--- config.mk ---
export PLATFORM = sky130hd
export DESIGN_NAME = send_ctrl_mb_flat
export DESIGN_NICKNAME = d
export VERILOG_FILES = /design/src/rtl/send_ctrl_mb_if.sv /design/src/rtl/send_ctrl_mb.sv /design/src/flat_wrapper.sv
export SDC_FILE = /design/constraint.sdc
export NUM_CORES = 1
export LEC_CHECK = 0
export CORE_UTILIZATION = 48
export CTS_BUF_LIST = sky130_fd_sc_hd__clkbuf_8 sky130_fd_sc_hd__clkbuf_16
export DETAILED_ROUTE_END_ITERATION = 8
export MAX_ROUTING_LAYER = met4
export PLACE_DENSITY = 0.85
export REMOVE_ABC_BUFFERS = 1
export SLEW_MARGIN = 20
export SYNTH_ARGS = -nofsm -noshare
export SYNTH_HDL_FRONTEND = slang
export SYNTH_SLANG_ARGS = --single-unit
--- constraint.sdc ---
create_clock -name clk -period 2 [get_ports clk]
set_input_delay 0.3 -clock clk [delete_from_list [all_inputs] [get_ports clk]]
set_output_delay 0.3 -clock clk [all_outputs]
set_load 0.02 [all_outputs]
--- src/rtl/send_ctrl_mb_if.sv ---
// Bus between the send controller, the N-way acquisition buffer bank and the
// transmit serialiser. The master modport is the controller side.
interface send_ctrl_mb_if #(
  parameter int NBUF = 2,
  parameter int MAXW = 1024,
  parameter int SELW = (NBUF > 1) ? $clog2(NBUF) : 1,
  parameter int CW   = $clog2(MAXW + 1)
);
  logic            cont;
  logic            daq;
  logic            comple;
  logic [SELW-1:0] wr_sel;
  logic            ready;
  logic [NBUF-1:0] empty;
  logic [NBUF-1:0] load;
  logic [SELW-1:0] sel;
  logic            busy;
  logic            done;
  logic [CW-1:0]   word_cnt;
  logic            trunc;
  logic            err;
  logic            miss;
  logic [3:0]      dbg_state;

  // Handshake: ready is a level from the serialiser. A word moves in every
  // cycle where load[sel] is high; load is raised only after ready was high in
  // the previous cycle, never on two consecutive cycles, and the serialiser
  // must accept it. empty[sel] must reflect the read one cycle after load.
  modport master (
    input  cont, daq, comple, wr_sel, ready, empty,
    output load, sel, busy, done, word_cnt, trunc, err, miss, dbg_state
  );

  modport slave (
    output cont, daq, comple, wr_sel, ready, empty,
    input  load, sel, busy, done, word_cnt, trunc, err, miss, dbg_state
  );
endinterface

--- src/rtl/send_ctrl_mb.sv ---
// Multi-buffer send controller: after a trigger and an acquisition-complete
// strobe, drains the just-filled buffer into the serialiser one word per load.
module send_ctrl_mb #(
  parameter int NBUF = 2,
  parameter int MAXW = 1024,
  parameter int TMO  = 4096,
  parameter int SELW = (NBUF > 1) ? $clog2(NBUF) : 1,
  parameter int CW   = $clog2(MAXW + 1)
) (
  input logic            clk,
  input logic            rst,
  send_ctrl_mb_if.master bus
);
  typedef enum logic [3:0] {
    S_IDLE  = 4'b0001,
    S_ARMED = 4'b0010,
    S_DRAIN = 4'b0100,
    S_DONE  = 4'b1000
  } state_t;

  localparam int TW     = (TMO > 1) ? $clog2(TMO) : 1;
  localparam int TMO_M1 = (TMO > 0) ? TMO - 1 : 0;
  localparam int NPOW   = 2 ** SELW;
  localparam int SW1    = SELW + 1;

  state_t          state_q;
  logic [NBUF-1:0] load_q;
  logic [SELW-1:0] sel_q;
  logic [CW-1:0]   cnt_q;
  logic [TW-1:0]   stall_q;
  logic            busy_q;
  logic            done_q;
  logic            trunc_q;
  logic            err_q;
  logic            miss_q;
  logic            trunc_pend_q;

  logic [NPOW-1:0] empty_ext;
  logic            sel_empty;
  logic            at_max;
  logic            load_low;
  logic            drain_exit;
  logic            drain_load;
  logic            stall_hit;
  logic            wr_sel_ok;

  assign empty_ext  = NPOW'(bus.empty);
  assign sel_empty  = empty_ext[sel_q];
  assign at_max     = (cnt_q == CW'(MAXW));
  assign load_low   = (load_q == '0);
  // Exits and new loads are only decided in cycles after a load-low cycle,
  // which gives the buffer one cycle to update empty after a read.
  assign drain_exit = load_low && (sel_empty || at_max);
  assign drain_load = load_low && !sel_empty && !at_max && bus.ready;
  assign stall_hit  = (TMO != 0) && (stall_q == TW'(TMO_M1));
  assign wr_sel_ok  = ({1'b0, bus.wr_sel} < SW1'(NBUF));

  always_ff @(posedge clk or posedge rst) begin
    if (rst) begin
      state_q      <= S_IDLE;
      load_q       <= '0;
      sel_q        <= '0;
      cnt_q        <= '0;
      stall_q      <= '0;
      busy_q       <= 1'b0;
      done_q       <= 1'b0;
      trunc_q      <= 1'b0;
      err_q        <= 1'b0;
      miss_q       <= 1'b0;
      trunc_pend_q <= 1'b0;
    end else begin
      load_q  <= '0;
      done_q  <= 1'b0;
      trunc_q <= 1'b0;
      err_q   <= 1'b0;
      miss_q  <= bus.daq && (state_q != S_IDLE);
      case (state_q)
        S_IDLE: begin
          if (bus.daq) begin
            state_q <= S_ARMED;
            busy_q  <= 1'b1;
          end
        end
        S_ARMED: begin
          if (bus.comple) begin
            state_q      <= S_DRAIN;
            sel_q        <= wr_sel_ok ? bus.wr_sel : '0;
            cnt_q        <= '0;
            stall_q      <= '0;
            trunc_pend_q <= 1'b0;
          end
        end
        S_DRAIN: begin
          if (drain_exit) begin
            state_q      <= S_DONE;
            trunc_pend_q <= !sel_empty;
          end else if (drain_load) begin
            load_q  <= NBUF'(1) << sel_q;
            cnt_q   <= cnt_q + 1'b1;
            stall_q <= '0;
          end else if (stall_hit) begin
            state_q <= S_IDLE;
            busy_q  <= 1'b0;
            err_q   <= 1'b1;
            stall_q <= '0;
          end else begin
            stall_q <= stall_q + 1'b1;
          end
        end
        S_DONE: begin
          // trunc is held back so it pulses together with done.
          done_q  <= 1'b1;
          trunc_q <= trunc_pend_q;
          busy_q  <= bus.cont;
          state_q <= bus.cont ? S_ARMED : S_IDLE;
        end
        default: begin
          state_q <= S_IDLE;
          busy_q  <= 1'b0;
        end
      endcase
    end
  end

  assign bus.load      = load_q;
  assign bus.sel       = sel_q;
  assign bus.busy      = busy_q;
  assign bus.done      = done_q;
  assign bus.word_cnt  = cnt_q;
  assign bus.trunc     = trunc_q;
  assign bus.err       = err_q;
  assign bus.miss      = miss_q;
  assign bus.dbg_state = state_q;
endmodule

--- src/flat_wrapper.sv ---
// flat-port wrapper written by rule: the top's interface ports become plain ports
module send_ctrl_mb_flat 
#(
  parameter int NBUF = 2,
  parameter int MAXW = 1024,
  parameter int TMO  = 4096,
  parameter int SELW = (NBUF > 1) ? $clog2(NBUF) : 1,
  parameter int CW   = $clog2(MAXW + 1)
)
  (clk, rst, bus_cont, bus_daq, bus_comple, bus_wr_sel, bus_ready, bus_empty, bus_load, bus_sel, bus_busy, bus_done, bus_word_cnt, bus_trunc, bus_err, bus_miss, bus_dbg_state);
  send_ctrl_mb_if #(.NBUF(NBUF), .MAXW(MAXW), .SELW(SELW), .CW(CW)) bus_i ();
  input logic clk;
  input logic rst;
  input wire logic [$bits(bus_i.cont)-1:0] bus_cont;
  input wire logic [$bits(bus_i.daq)-1:0] bus_daq;
  input wire logic [$bits(bus_i.comple)-1:0] bus_comple;
  input wire logic [$bits(bus_i.wr_sel)-1:0] bus_wr_sel;
  input wire logic [$bits(bus_i.ready)-1:0] bus_ready;
  input wire logic [$bits(bus_i.empty)-1:0] bus_empty;
  output wire logic [$bits(bus_i.load)-1:0] bus_load;
  output wire logic [$bits(bus_i.sel)-1:0] bus_sel;
  output wire logic [$bits(bus_i.busy)-1:0] bus_busy;
  output wire logic [$bits(bus_i.done)-1:0] bus_done;
  output wire logic [$bits(bus_i.word_cnt)-1:0] bus_word_cnt;
  output wire logic [$bits(bus_i.trunc)-1:0] bus_trunc;
  output wire logic [$bits(bus_i.err)-1:0] bus_err;
  output wire logic [$bits(bus_i.miss)-1:0] bus_miss;
  output wire logic [$bits(bus_i.dbg_state)-1:0] bus_dbg_state;
  assign bus_i.cont = bus_cont;
  assign bus_i.daq = bus_daq;
  assign bus_i.comple = bus_comple;
  assign bus_i.wr_sel = bus_wr_sel;
  assign bus_i.ready = bus_ready;
  assign bus_i.empty = bus_empty;
  assign bus_load = bus_i.load;
  assign bus_sel = bus_i.sel;
  assign bus_busy = bus_i.busy;
  assign bus_done = bus_i.done;
  assign bus_word_cnt = bus_i.word_cnt;
  assign bus_trunc = bus_i.trunc;
  assign bus_err = bus_i.err;
  assign bus_miss = bus_i.miss;
  assign bus_dbg_state = bus_i.dbg_state;
  send_ctrl_mb #(.NBUF(NBUF), .MAXW(MAXW), .TMO(TMO), .SELW(SELW), .CW(CW)) u_core (.clk(clk), .rst(rst), .bus(bus_i));
endmodule
==> metrics.log, run 1 <==
[metrics] outcome: finished, violations left
[metrics] violated checks: setup timing
[metrics] root cell of the clock tree: sky130_fd_sc_hd__clkbuf_8
[metrics] port buffer count: 31
[metrics] largest area contributor in the synthesized netlist: sky130_fd_sc_hd__dfrtp_1
[metrics] post-route fraction of the period consumed by the critical path: 101%
[metrics] skew final: 0.00488 ns
[metrics] insertion delay to the later sink of the worst-skew pair: 0.29 ns
[metrics] Achievable Freq: 0.495 GHz
[metrics] antenna violations before repair: 0
[metrics] WHS: 0.416 ns
[metrics] category of cells accounting for the largest share of critical-path delay: compound AO/OA/AOI/OAI gates
[metrics] share of synthesized flip-flops with an asynchronous set or reset: 100%
[metrics] warning count from the yosys run: 0
[metrics] hpwl dp: 3810 um
[metrics] Max Cap Violations: 0
[metrics] CTS Hold Buffers Added: 0
[metrics] category of the critical setup timing path: reg2reg
[metrics] filler cell count in the final layout: 289
[metrics] Detailed Routing Iterations Pass 1: 4
[metrics] critical-path cell list: nor4_4 -> buf_4 -> a31oi_4 -> buf_4 -> o311ai_1 -> a31oi_1 -> a31oi_1
[metrics] top cells by area, synth: sky130_fd_sc_hd__dfrtp_1, sky130_fd_sc_hd__nand2_1, sky130_fd_sc_hd__nor4b_4, sky130_fd_sc_hd__o31ai_1, sky130_fd_sc_hd__xor2_1
[metrics] DRC violations left: 0
[metrics] post-layout minimum cycle time: 2.02 ns
[metrics] headroom to the max-slew limit: 67.7%
[metrics] post-synthesis cell type count: 54
[metrics] count of flip-flops with a built-in enable after synthesis: 0
[metrics] floorplan die area: 4460 um^2
[metrics] Layout Area Growth over Synthesis: 42.7%
[metrics] die boundary height: 66.8 um
[metrics] Static Leak: 1.29 nW
[metrics] pin count of the biggest net entering global routing: 37
[metrics] sum of overflow across all layers after global routing: 0
[metrics] global placer's final weighted congestion: 0.856
[metrics] data required time at the worst endpoint: 2.21 ns
[metrics] peak fanout along the critical path: 3
[metrics] synthesized area per cell: 10.2 um^2
[metrics] arrival time at the worst endpoint: 2.23 ns
[metrics] post-synthesis cell area: 2010 um^2
[metrics] count of antenna diodes in the layout: 0
[metrics] Core Area: 4030 um^2
[metrics] standard-cell rows: 23
[metrics] worst hold path class: in2async
[metrics] routed wirelength normalized by instance count: 15.5 um
[metrics] slew at the pin closest to its max-slew limit: 0.476 ns
[metrics] first-iteration detailed-routing DRC count: 178
[metrics] synthesized netlist cell count: 198
[metrics] Longest Clk Path Bufs: 2
[metrics] post-CTS clock slew at the launch and capture registers of the worst setup and hold paths: 0.07 ns
[metrics] number of buffers added by the clock tree synthesis step: 5
[metrics] most used flip-flop cell after synthesis: sky130_fd_sc_hd__dfrtp_1
[metrics] setup repair after global routing missed its margin: yes
[metrics] fraction of layout cells with a size suffix above 1: 29.7%
[metrics] number of register bits inferred by synthesis: 36
[metrics] number of sinks handled by clock tree synthesis: 36
[metrics] Setup-failing EPs final: 1
[metrics] CTS H-tree depth: 2
[metrics] Chip Width: 66.8 um
[metrics] post-layout total power: 2.50 mW
[metrics] Critical path origin: u_core.bus.word_cnt[5]$_DFFE_PP0P_
[metrics] vias in the first global route: 1,876
[metrics] area share of the leading cell type in the synthesized netlist: 43.5%
[metrics] Final Max Tran Viols: 0
[metrics] hold violation count in the final report: 0
[metrics] power density of the placed cells: 869 nW/um^2
[metrics] overall fraction of global-route tracks in use: 26.1%
[metrics] clock tree from TritonCTS: done
[metrics] Seq/Total Area, Yosys: 44.8%
[metrics] Net count, final: 294
[metrics] Reg-to-Reg Start: u_core.bus.word_cnt[5]$_DFFE_PP0P_
[metrics] kind of start point of the critical path: register
[metrics] Antenna Nets Post-Route: 0
[metrics] buffering stage count on the worst path with inverters included: 2
[metrics] endpoint type of the worst setup path: register
[metrics] number of vias after detailed routing: 1,909
[metrics] slowest cell delay on critical path: 0.42 ns
[metrics] post-DR vias/cell: 5.73
[metrics] setup slack after layout: -0.0221 ns
[metrics] I/O pin count: 32
[metrics] number of placed instances with taps included: 320
[metrics] Initial Util: 50.0%
[metrics] most frequent cell after synthesis: sky130_fd_sc_hd__dfrtp_1
[metrics] Commonest cells post-synth: sky130_fd_sc_hd__dfrtp_1, sky130_fd_sc_hd__nand2_1, sky130_fd_sc_hd__nor2_1
[metrics] first-pass GRT wire length: 8310 um
[metrics] critical path's slowest cell: sky130_fd_sc_hd__o311ai_1
[metrics] routed wire length: 5150 um
[metrics] Max VDD drop: 0.425 mV
[metrics] non-filler cells in the finished layout: 333
power breakdown:
part	internal (mW)	total, mW	switching (mW)
logic	0.545	1.09	0.545
registers	0.828	0.888	0.0601
clock network	0.270	0.519	0.248
cells in the final DEF (no fill, tap or decap), types with 3 or more instances in the layout:
| master | n |
|---|---|
| sky130_fd_sc_hd__a21oi_1 | 5 |
| sky130_fd_sc_hd__a2bb2oi_1 | 4 |
| sky130_fd_sc_hd__and2_1 | 4 |
| sky130_fd_sc_hd__and3_1 | 3 |
| sky130_fd_sc_hd__buf_4 | 48 |
| sky130_fd_sc_hd__clkbuf_8 | 6 |
| sky130_fd_sc_hd__clkdlybuf4s50_1 | 30 |
| sky130_fd_sc_hd__dfrtp_1 | 35 |
| sky130_fd_sc_hd__inv_1 | 7 |
| sky130_fd_sc_hd__nand2_1 | 29 |
| sky130_fd_sc_hd__nand2b_1 | 4 |
| sky130_fd_sc_hd__nand3_1 | 9 |
| sky130_fd_sc_hd__nand4_1 | 4 |
| sky130_fd_sc_hd__nor2_1 | 11 |
| sky130_fd_sc_hd__nor3_1 | 7 |
| sky130_fd_sc_hd__nor4b_4 | 3 |
| sky130_fd_sc_hd__o21ai_0 | 3 |
| sky130_fd_sc_hd__o21ai_1 | 9 |
| sky130_fd_sc_hd__o31ai_1 | 7 |
| sky130_fd_sc_hd__xor2_1 | 6 |
worst reg2reg max path: stages, from the launching register on:
cell	delay [ns]
sky130_fd_sc_hd__dfrtp_1	0.40
sky130_fd_sc_hd__nor4_4	0.36
sky130_fd_sc_hd__buf_4	0.18
sky130_fd_sc_hd__a31oi_4	0.11
sky130_fd_sc_hd__buf_4	0.15
sky130_fd_sc_hd__o311ai_1	0.42
sky130_fd_sc_hd__a31oi_1	0.16
sky130_fd_sc_hd__a31oi_1	0.18
what timing repair did:
item                                    4_1_cts  5_1_grt
pin swaps                                     4        5
resized for setup                             5       11
buffers inserted                              4        1
endpoints found under the setup margin       12       16
metrics by stage:
step                util, %  worst slack [ns]  TNS [ns]  cell area [um^2]
finish                 71.3           -0.0221   -0.0221              2870
global route           71.3            -0.118    -0.131              2870
global placement       66.9            -0.204     -3.04              2700
floorplan                 -            -0.359     -5.01              1980
detailed placement     66.9            -0.321     -5.09              2700
CTS                    70.3           -0.0102   -0.0102              2830
cells by family after synthesis:
logic type | count (synthesis) | synth area share, %
adders and majority gates | 3 | 1.86
muxes | 2 | 1.06
DFF | 36 | 44.8
xor gates and xnor gates | 6 | 2.61
AOI/OAI and AO/OA | 43 | 16.5
buffers and inverters | 11 | 2.92
and+or+nand+nor | 97 | 30.3
worst paths after layout:
path / endpoint / slack (ns) / cells past startpoint
setup / recovery: u_core.bus.dbg_state[0]$_DFFE_PP1P_ / -0.02 / 7
setup reg to reg: u_core.bus.dbg_state[0]$_DFFE_PP1P_ / -0.02 / 7
max in group asynchronous: u_core.bus.dbg_state[0]$_DFFE_PP1P_ / 1.24 / 3
hold reg to reg: u_core.bus.trunc$_DFF_PP0_ / 0.51 / 1
hold / removal: u_core.stall_q[6]$_DFFE_PP0P_ / 0.42 / 3
min in group clk: u_core.bus.trunc$_DFF_PP0_ / 0.51 / 1
final cells by class:
class,instances,area (um^2),share of cell area [%]
Clock buffer,6,82.6,2.87
Sequential cell,36,902,31.4
Timing Repair Buffer,82,711,24.7
Multi-Input combinational cell,151,1090,37.8
Clock inverter,2,7.51,0.261
Inverter,6,22.5,0.784
Tap cell,50,62.6,2.18
sequential cells by signal, summed over array words and instances, names as in the netlist:
register and count:
u_core.bus.trunc 1, u_core.bus.sel 1, u_core.bus.dbg_state 4, u_core.trunc_pend_q 1, u_core.bus.busy 1, u_core.bus.done 1, u_core.bus.miss 1, u_core.bus.word_cnt 11
u_core.stall_q 12, u_core.bus.load 2, u_core.bus.err 1
routing by layer:
metal  part of all wire [%]  GRT usage [%]  vias up
met3                    5.9           5.99       14
met4                    2.8           14.9        0
met5                      0              -        -
met1                     40           28.2      934
met2                     52           43.9       72
li1                       -              -      889
No activity file was read; power rests on OpenSTA's default activity.
==> run 2, diff against run 1 <==
--- a/config.mk
+++ b/config.mk
@@ -8,6 +8,7 @@
 export CORE_UTILIZATION = 48
 export CTS_BUF_LIST = sky130_fd_sc_hd__clkbuf_8 sky130_fd_sc_hd__clkbuf_16
 export DETAILED_ROUTE_END_ITERATION = 8
+export GPL_ROUTABILITY_DRIVEN = 0
 export MAX_ROUTING_LAYER = met4
 export PLACE_DENSITY = 0.85
 export REMOVE_ABC_BUFFERS = 1
==> constraint.sdc (replaced) <==
create_clock -name clk -period 2 [get_ports clk]
set_input_delay 0.2 -clock clk [delete_from_list [all_inputs] [get_ports clk]]
set_output_delay 0.2 -clock clk [all_outputs]
set_load 0.02 [all_outputs]
==> metrics.log, run 2 (same netlist as run 1, synthesis figures left out) <==
[metrics] standard-cell rows: 23 (unchanged)
[metrics] sequential cell area: 902 um^2 (unchanged)
[metrics] commonest non-fill, non-tap cell in the layout: sky130_fd_sc_hd__buf_4 (unchanged)
[metrics] DRC violations left: 0 (unchanged)
[metrics] insertion delay to the later sink of the worst-skew pair: 0.29 ns (about the same)
[metrics] Longest Clk Path Bufs: 2 (unchanged)
[metrics] CTS H-tree depth: 2 (unchanged)
[metrics] setup repair after global routing missed its margin: yes (unchanged)
[metrics] CTS Hold Buffers Added: 0 (unchanged)
[metrics] worst hold path class: in2async (unchanged)
[metrics] worst setup slack after placement: -0.176 ns (was -0.321 ns)
[metrics] category of the critical setup timing path: reg2reg (unchanged)
[metrics] Initial Util: 50.0% (unchanged)
[metrics] clock tree from TritonCTS: done (unchanged)
[metrics] Net count, final: 292 (was 294)
[metrics] endpoint type of the worst setup path: register (unchanged)
[metrics] flop2flop setup slack: -0.11 ns (was -0.02 ns)
[metrics] arrival time at the worst endpoint: 2.33 ns (was 2.23 ns)
[metrics] violated checks: setup timing (unchanged)
[metrics] hold violation count in the final report: 0 (unchanged)
[metrics] antenna violations before repair: 0 (unchanged)
[metrics] slowest cell delay on critical path: 0.43 ns (was 0.42 ns)
[metrics] critical path's slowest cell: sky130_fd_sc_hd__o311ai_1 (unchanged)
[metrics] overall fraction of global-route tracks in use: 26.3% (was 26.1%)
[metrics] non-filler cells in the finished layout: 331 (was 333)
[metrics] skew final: 0.00640 ns (was 0.00488 ns)
[metrics] max reg flops: 12 (unchanged)
[metrics] routed wirelength normalized by instance count: 16.1 um (was 15.5 um)
[metrics] floorplan die area: 4460 um^2 (unchanged)
[metrics] Final Max Tran Viols: 0 (unchanged)
[metrics] count of antenna diodes in the layout: 0 (unchanged)
[metrics] most frequent cells in the layout: sky130_fd_sc_hd__buf_4, sky130_fd_sc_hd__dfrtp_1, sky130_fd_sc_hd__clkdlybuf4s50_1 (unchanged)
[metrics] root cell of the clock tree: sky130_fd_sc_hd__clkbuf_8 (unchanged)
[metrics] Setup-failing EPs final: 1 (unchanged)
[metrics] kind of start point of the critical path: register (unchanged)
[metrics] post-layout minimum cycle time: 2.11 ns (was 2.02 ns)
[metrics] sum of overflow across all layers after global routing: 0 (unchanged)
[metrics] Chip Width: 66.8 um (unchanged)
[metrics] post-CTS clock slew at the launch and capture registers of the worst setup and hold paths: 0.07 ns (about the same)
[metrics] number of buffers added by the clock tree synthesis step: 5 (unchanged)
[metrics] number of placed instances with taps included: 319 (was 320)
[metrics] category of cells accounting for the largest share of critical-path delay: compound AO/OA/AOI/OAI gates (unchanged)
[metrics] met3 demand-to-capacity share in global routing: 5.65% (was 5.99%)
[metrics] outcome: finished, violations left (unchanged)
[metrics] pin count of the biggest net entering global routing: 37 (unchanged)
[metrics] first-iteration detailed-routing DRC count: 162 (was 178)
[metrics] area of the multi-input gates: 1130 um^2 (was 1090 um^2)
[metrics] filler cell count in the final layout: 291 (was 289)
[metrics] peak fanout along the critical path: 3 (unchanged)
[metrics] Achievable Freq: 0.475 GHz (was 0.495 GHz)
[metrics] setup slack after layout: -0.106 ns (was -0.0221 ns)
[metrics] Static Leak: 1.27 nW (was 1.29 nW)
[metrics] met1 track demand over resource in global routing: 30.2% (was 28.2%)
[metrics] Max VDD drop: 0.697 mV (was 0.425 mV)
[metrics] port buffer count: 31 (unchanged)
[metrics] post-route fraction of the period consumed by the critical path: 105% (was 101%)
[metrics] sum of negative setup slack: -0.106 ns (was -0.0221 ns)
[metrics] post-layout total power: 2.60 mW (was 2.50 mW)
[metrics] WHS: 0.310 ns (was 0.416 ns)
[metrics] critical-path cell list: nor4_4 -> buf_4 -> a31oi_4 -> buf_4 -> o311ai_1 -> a31oi_1 -> a31oi_4 (was nor4_4 -> buf_4 -> a31oi_4 -> buf_4 -> o311ai_1 -> a31oi_1 -> a31oi_1)
[metrics] number of vias after detailed routing: 1,884 (was 1,909)
[metrics] hpwl dp: 3600 um (was 3810 um)
[metrics] most used routing layer: met2 (unchanged)
[metrics] post-DR vias/cell: 5.69 (was 5.73)
[metrics] register bank with the most flops: u_core.stall_q (unchanged)
[metrics] Detailed Routing Iterations Pass 1: 4 (unchanged)
[metrics] Layout Area Growth over Synthesis: 43.5% (was 42.7%)
[metrics] I/O pin count: 32 (unchanged)
[metrics] die boundary height: 66.8 um (unchanged)
[metrics] buffering stage count on the worst path with inverters included: 2 (unchanged)
[metrics] routed wire length: 5320 um (was 5150 um)
[metrics] fraction of layout cells with a size suffix above 1: 32.0% (was 29.7%)
[metrics] vias in the first global route: 1,779 (was 1,876)
[metrics] data required time at the worst endpoint: 2.22 ns (was 2.21 ns)
[metrics] first-pass GRT wire length: 8280 um (was 8310 um)
[metrics] Antenna Nets Post-Route: 0 (unchanged)
[metrics] number of sinks handled by clock tree synthesis: 36 (unchanged)
[metrics] headroom to the max-slew limit: 66.7% (was 67.7%)
[metrics] Max Cap Violations: 0 (unchanged)
[metrics] Core Area: 4030 um^2 (unchanged)
[metrics] power density of the placed cells: 898 nW/um^2 (was 869 nW/um^2)
[metrics] grt met2 use: 45.2% (was 43.9%)
[metrics] slew at the pin closest to its max-slew limit: 0.492 ns (was 0.476 ns)
==> run 2: layout make-up <==
cell class	count	share of cell area, %
well taps	50	2.16
repair buffers	80	23.6
clock buffers	6	2.86
multi-input cells	151	39.1
flip-flops and latches	36	31.2
clock inverters	2	0.346
inverters	6	0.779
==> run 2: power by group <==
group	switching (mW)	total, mW	internal [mW]
logic	0.592	1.16	0.573
registers	0.0604	0.887	0.827
clock network	0.268	0.543	0.275
==> run 2: what timing repair did <==
item,in CTS,in global routing
resized for setup,4,15
pin swaps,5,2
buffers inserted,1,3
setup endpoints to repair,11,13
endpoints found under the hold margin,0,0
==> run 2: through the flow <==
step | util, % | area (um^2)
2_1_floorplan | - | 1980
3_3_place_gp | 66.7 | 2690
3_5_place_dp | 66.7 | 2690
4_1_cts | 69.6 | 2800
5_1_grt | 71.8 | 2890
6_report | 71.8 | 2890
==> run 2: worst paths after layout <==
check	cells past startpoint	startpoint	end
max	7	u_core.bus.word_cnt[5]$_DFFE_PP0P_	u_core.bus.dbg_state[0]$_DFFE_PP1P_
min	3	rst	u_core.stall_q[6]$_DFFE_PP0P_
max reg2reg	7	u_core.bus.word_cnt[5]$_DFFE_PP0P_	u_core.bus.dbg_state[0]$_DFFE_PP1P_
min reg2reg	1	u_core.stall_q[11]$_DFFE_PP0P_	u_core.stall_q[11]$_DFFE_PP0P_
max in group asynchronous	3	rst	u_core.bus.dbg_state[0]$_DFFE_PP1P_
min in group clk	3	bus_wr_sel	u_core.bus.sel$_DFFE_PP0P_
==> run 2: worst min-delay path, stage by stage <==
cell                              delay (ns)
sky130_fd_sc_hd__clkdlybuf4s50_1        0.40
sky130_fd_sc_hd__inv_1                  0.05
sky130_fd_sc_hd__buf_4                  0.40
==> run 2: metal layers <==
metal / part of all wire [%] / vias up
met5: 0 / -
met4: 1.2 / 0
met2: 52 / 64
met3: 4.9 / 8
met1: 42 / 921
li1: - / 891
==> run 3, diff against run 2 <==
--- a/config.mk
+++ b/config.mk
@@ -5,6 +5,7 @@
 export SDC_FILE = /design/constraint.sdc
 export NUM_CORES = 1
 export LEC_CHECK = 0
+export ABC_CLOCK_PERIOD_IN_PS = 2000
 export CORE_UTILIZATION = 48
 export CTS_BUF_LIST = sky130_fd_sc_hd__clkbuf_8 sky130_fd_sc_hd__clkbuf_16
 export DETAILED_ROUTE_END_ITERATION = 8
@@ -12,6 +13,7 @@
 export MAX_ROUTING_LAYER = met4
 export PLACE_DENSITY = 0.85
 export REMOVE_ABC_BUFFERS = 1
+export SETUP_SLACK_MARGIN = 0.15
 export SLEW_MARGIN = 20
 export SYNTH_ARGS = -nofsm -noshare
 export SYNTH_HDL_FRONTEND = slang
==> metrics.log, run 3 (same netlist as run 1, synthesis figures left out) <==
[metrics] routed wire length: 6600 um (was 5320 um)
[metrics] antenna violations before repair: 0 (unchanged)
[metrics] final design instance area without fill: 3120 um^2 (was 2890 um^2)
[metrics] Final Max Tran Viols: 0 (unchanged)
[metrics] kind of start point of the critical path: register (unchanged)
[metrics] pin count of the biggest net entering global routing: 37 (unchanged)
[metrics] Core Area: 4030 um^2 (unchanged)
[metrics] setup slack after layout: -0.0243 ns (was -0.106 ns)
[metrics] slew at the pin closest to its max-slew limit: 0.464 ns (was 0.492 ns)
[metrics] die boundary height: 66.8 um (unchanged)
[metrics] category of cells accounting for the largest share of critical-path delay: simple AND/OR/NAND/NOR gates (was compound AO/OA/AOI/OAI gates)
[metrics] first-pass GRT wire length: 9450 um (was 8280 um)
[metrics] Reg-to-Reg Start: u_core.bus.dbg_state[3]$_DFFE_PP0P_ (was u_core.bus.word_cnt[5]$_DFFE_PP0P_)
[metrics] Detailed Routing Iterations Pass 1: 4 (unchanged)
[metrics] commonest non-fill, non-tap cell in the layout: sky130_fd_sc_hd__buf_4 (unchanged)
[metrics] Max VDD drop: 0.707 mV (was 0.697 mV)
[metrics] insertion delay to the later sink of the worst-skew pair: 0.30 ns (was 0.29 ns)
[metrics] Antenna Nets Post-Route: 0 (unchanged)
[metrics] CTS H-tree depth: 2 (unchanged)
[metrics] port buffer count: 31 (unchanged)
[metrics] outcome: finished, violations left (unchanged)
[metrics] count of antenna diodes in the layout: 0 (unchanged)
[metrics] number of sinks handled by clock tree synthesis: 36 (unchanged)
[metrics] post-CTS clock slew at the launch and capture registers of the worst setup and hold paths: 0.08 ns (was 0.07 ns)
[metrics] DRC violations left: 0 (unchanged)
[metrics] Layout Area Growth over Synthesis: 54.8% (was 43.5%)
[metrics] floorplan die area: 4460 um^2 (unchanged)
[metrics] slowest cell delay on critical path: 0.54 ns (was 0.43 ns)
[metrics] worst setup slack after placement: -0.176 ns (unchanged)
[metrics] Longest Clk Path Bufs: 2 (unchanged)
[metrics] routed wirelength normalized by instance count: 19.0 um (was 16.1 um)
[metrics] headroom to the max-slew limit: 68.8% (was 66.7%)
[metrics] post-DR vias/cell: 5.89 (was 5.69)
[metrics] category of the critical setup timing path: reg2reg (unchanged)
[metrics] post-layout minimum cycle time: 2.02 ns (was 2.11 ns)
[metrics] max reg flops: 12 (unchanged)
[metrics] Net count, final: 309 (was 292)
[metrics] root cell of the clock tree: sky130_fd_sc_hd__clkbuf_8 (unchanged)
[metrics] power density of the placed cells: 915 nW/um^2 (was 898 nW/um^2)
[metrics] worst hold path class: in2async (unchanged)
[metrics] Achievable Freq: 0.494 GHz (was 0.475 GHz)
[metrics] cell depth of the worst setup path: 6 (was 7)
[metrics] sum of overflow across all layers after global routing: 0 (unchanged)
[metrics] clock tree from TritonCTS: done (unchanged)
[metrics] data required time at the worst endpoint: 2.18 ns (was 2.22 ns)
[metrics] endpoint type of the worst setup path: register (unchanged)
[metrics] standard-cell rows: 23 (unchanged)
[metrics] critical-path cell list: or4b_4 -> or3_4 -> o22ai_4 -> buf_6 -> nor4b_2 -> a21o_1 (was nor4_4 -> buf_4 -> a31oi_4 -> buf_4 -> o311ai_1 -> a31oi_1 -> a31oi_4)
[metrics] hold violation count in the final report: 0 (unchanged)
[metrics] overall fraction of global-route tracks in use: 30.1% (was 26.3%)
[metrics] skew final: 0.00746 ns (was 0.00640 ns)
[metrics] number of buffers added by the clock tree synthesis step: 5 (unchanged)
[metrics] setup repair after global routing missed its margin: yes (unchanged)
[metrics] register bank with the most flops: u_core.stall_q (unchanged)
[metrics] fraction of layout cells with a size suffix above 1: 40.9% (was 32.0%)
[metrics] Chip Width: 66.8 um (unchanged)
[metrics] Critical path origin: u_core.bus.dbg_state[3]$_DFFE_PP0P_ (was u_core.bus.word_cnt[5]$_DFFE_PP0P_)
[metrics] Static Leak: 1.40 nW (was 1.27 nW)
[metrics] first-iteration detailed-routing DRC count: 196 (was 162)
[metrics] sum of negative setup slack: -0.0243 ns (was -0.106 ns)
[metrics] peak fanout along the critical path: 8 (was 3)
[metrics] buffering stage count on the worst path with inverters included: 1 (was 2)
[metrics] arrival time at the worst endpoint: 2.21 ns (was 2.33 ns)
[metrics] Placement Cell Area: 2690 um^2 (unchanged)
[metrics] hpwl dp: 3600 um (unchanged)
[metrics] number of vias after detailed routing: 2,051 (was 1,884)
[metrics] Initial Util: 50.0% (unchanged)
[metrics] post-route fraction of the period consumed by the critical path: 101% (was 105%)
[metrics] violated checks: setup timing (unchanged)
[metrics] critical path's slowest cell: sky130_fd_sc_hd__or4b_4 (was sky130_fd_sc_hd__o311ai_1)
[metrics] Max Cap Violations: 0 (unchanged)
[metrics] Setup-failing EPs final: 1 (unchanged)
[metrics] most frequent cells in the layout: sky130_fd_sc_hd__buf_4, sky130_fd_sc_hd__dfrtp_1, sky130_fd_sc_hd__clkdlybuf4s50_1 (unchanged)
[metrics] I/O pin count: 32 (unchanged)
[metrics] worst reg-to-reg path cell count: 6 (was 7)
[metrics] vias in the first global route: 2,031 (was 1,779)
[run 3: cell types whose count changed in the layout (fill, tap and decap cells not counted), moves of 3 or more]
cell | previous run | this run
sky130_fd_sc_hd__buf_4 | 48 | 58
sky130_fd_sc_hd__buf_6 | 1 | 8
sky130_fd_sc_hd__nand2_1 | 29 | 26
sky130_fd_sc_hd__nand2_2 | 0 | 3
sky130_fd_sc_hd__o21ai_1 | 8 | 5
sky130_fd_sc_hd__o21ai_2 | 1 | 5
[run 3: worst paths after layout]
kind / end / slack, ns
max: u_core.stall_q[11]$_DFFE_PP0P_ / -0.02
min: u_core.stall_q[6]$_DFFE_PP0P_ / 0.31
max reg2reg: u_core.stall_q[11]$_DFFE_PP0P_ / -0.02
min reg2reg: u_core.bus.trunc$_DFF_PP0_ / 0.53
max in group asynchronous: u_core.bus.dbg_state[0]$_DFFE_PP1P_ / 1.33
min in group clk: u_core.bus.miss$_DFF_PP0_ / 0.50
[run 3: metrics by stage]
stage | utilization [%] | std cells | hold WS, ns | power (mW)
after floorplan | - | 193 | 0.305 | 1.45
after global routing | 77.4 | 348 | 0.353 | 2.98
final | 77.4 | 348 | 0.311 | 2.85
after CTS | 74.1 | 344 | 0.326 | 2.66
after global placement | 66.7 | 319 | 0.492 | 1.88
after detailed placement | 66.7 | 319 | 0.492 | 1.91
[run 3: layout make-up]
| type | count | area (um^2) |
|---|---|---|
| fillers | 255 | 910 |
| flip-flops and latches | 36 | 902 |
| inverters | 6 | 22.5 |
| multi-input cells | 151 | 1200 |
| repair buffers | 97 | 838 |
| clock buffers | 6 | 82.6 |
| clock inverters | 2 | 10.0 |
| well taps | 50 | 62.6 |
[run 3: metal layers]
metal | GRT usage (%) | part of all wire [%]
met5 | - | 0
met4 | 14.4 | 3.8
met3 | 6.68 | 5.2
met2 | 53.0 | 54
met1 | 31.6 | 37
[run 3: what timing repair did]
item	CTS	global route
buffers inserted	17	4
endpoints found under the setup margin	17	29
gates resized for setup	20	26
cloned	0	0
pin swaps	12	13
hold buffers	0	0
[run 3: worst register-to-register path, cell delays in order, from the launching register on]
cell                      delay (ns)
sky130_fd_sc_hd__dfrtp_1        0.39
sky130_fd_sc_hd__or4b_4         0.54
sky130_fd_sc_hd__or3_4          0.38
sky130_fd_sc_hd__o22ai_4        0.19
sky130_fd_sc_hd__buf_6          0.19
sky130_fd_sc_hd__nor4b_2        0.07
sky130_fd_sc_hd__a21o_1         0.17
[run 3: power breakdown]
group / leakage (nW) / switching (mW) / internal [mW]
Clock: 0.0510 / 0.277 / 0.275
Sequential: 0.493 / 0.0630 / 0.827
Combinational: 0.857 / 0.696 / 0.717
Total: 1.40 / 1.04 / 1.82
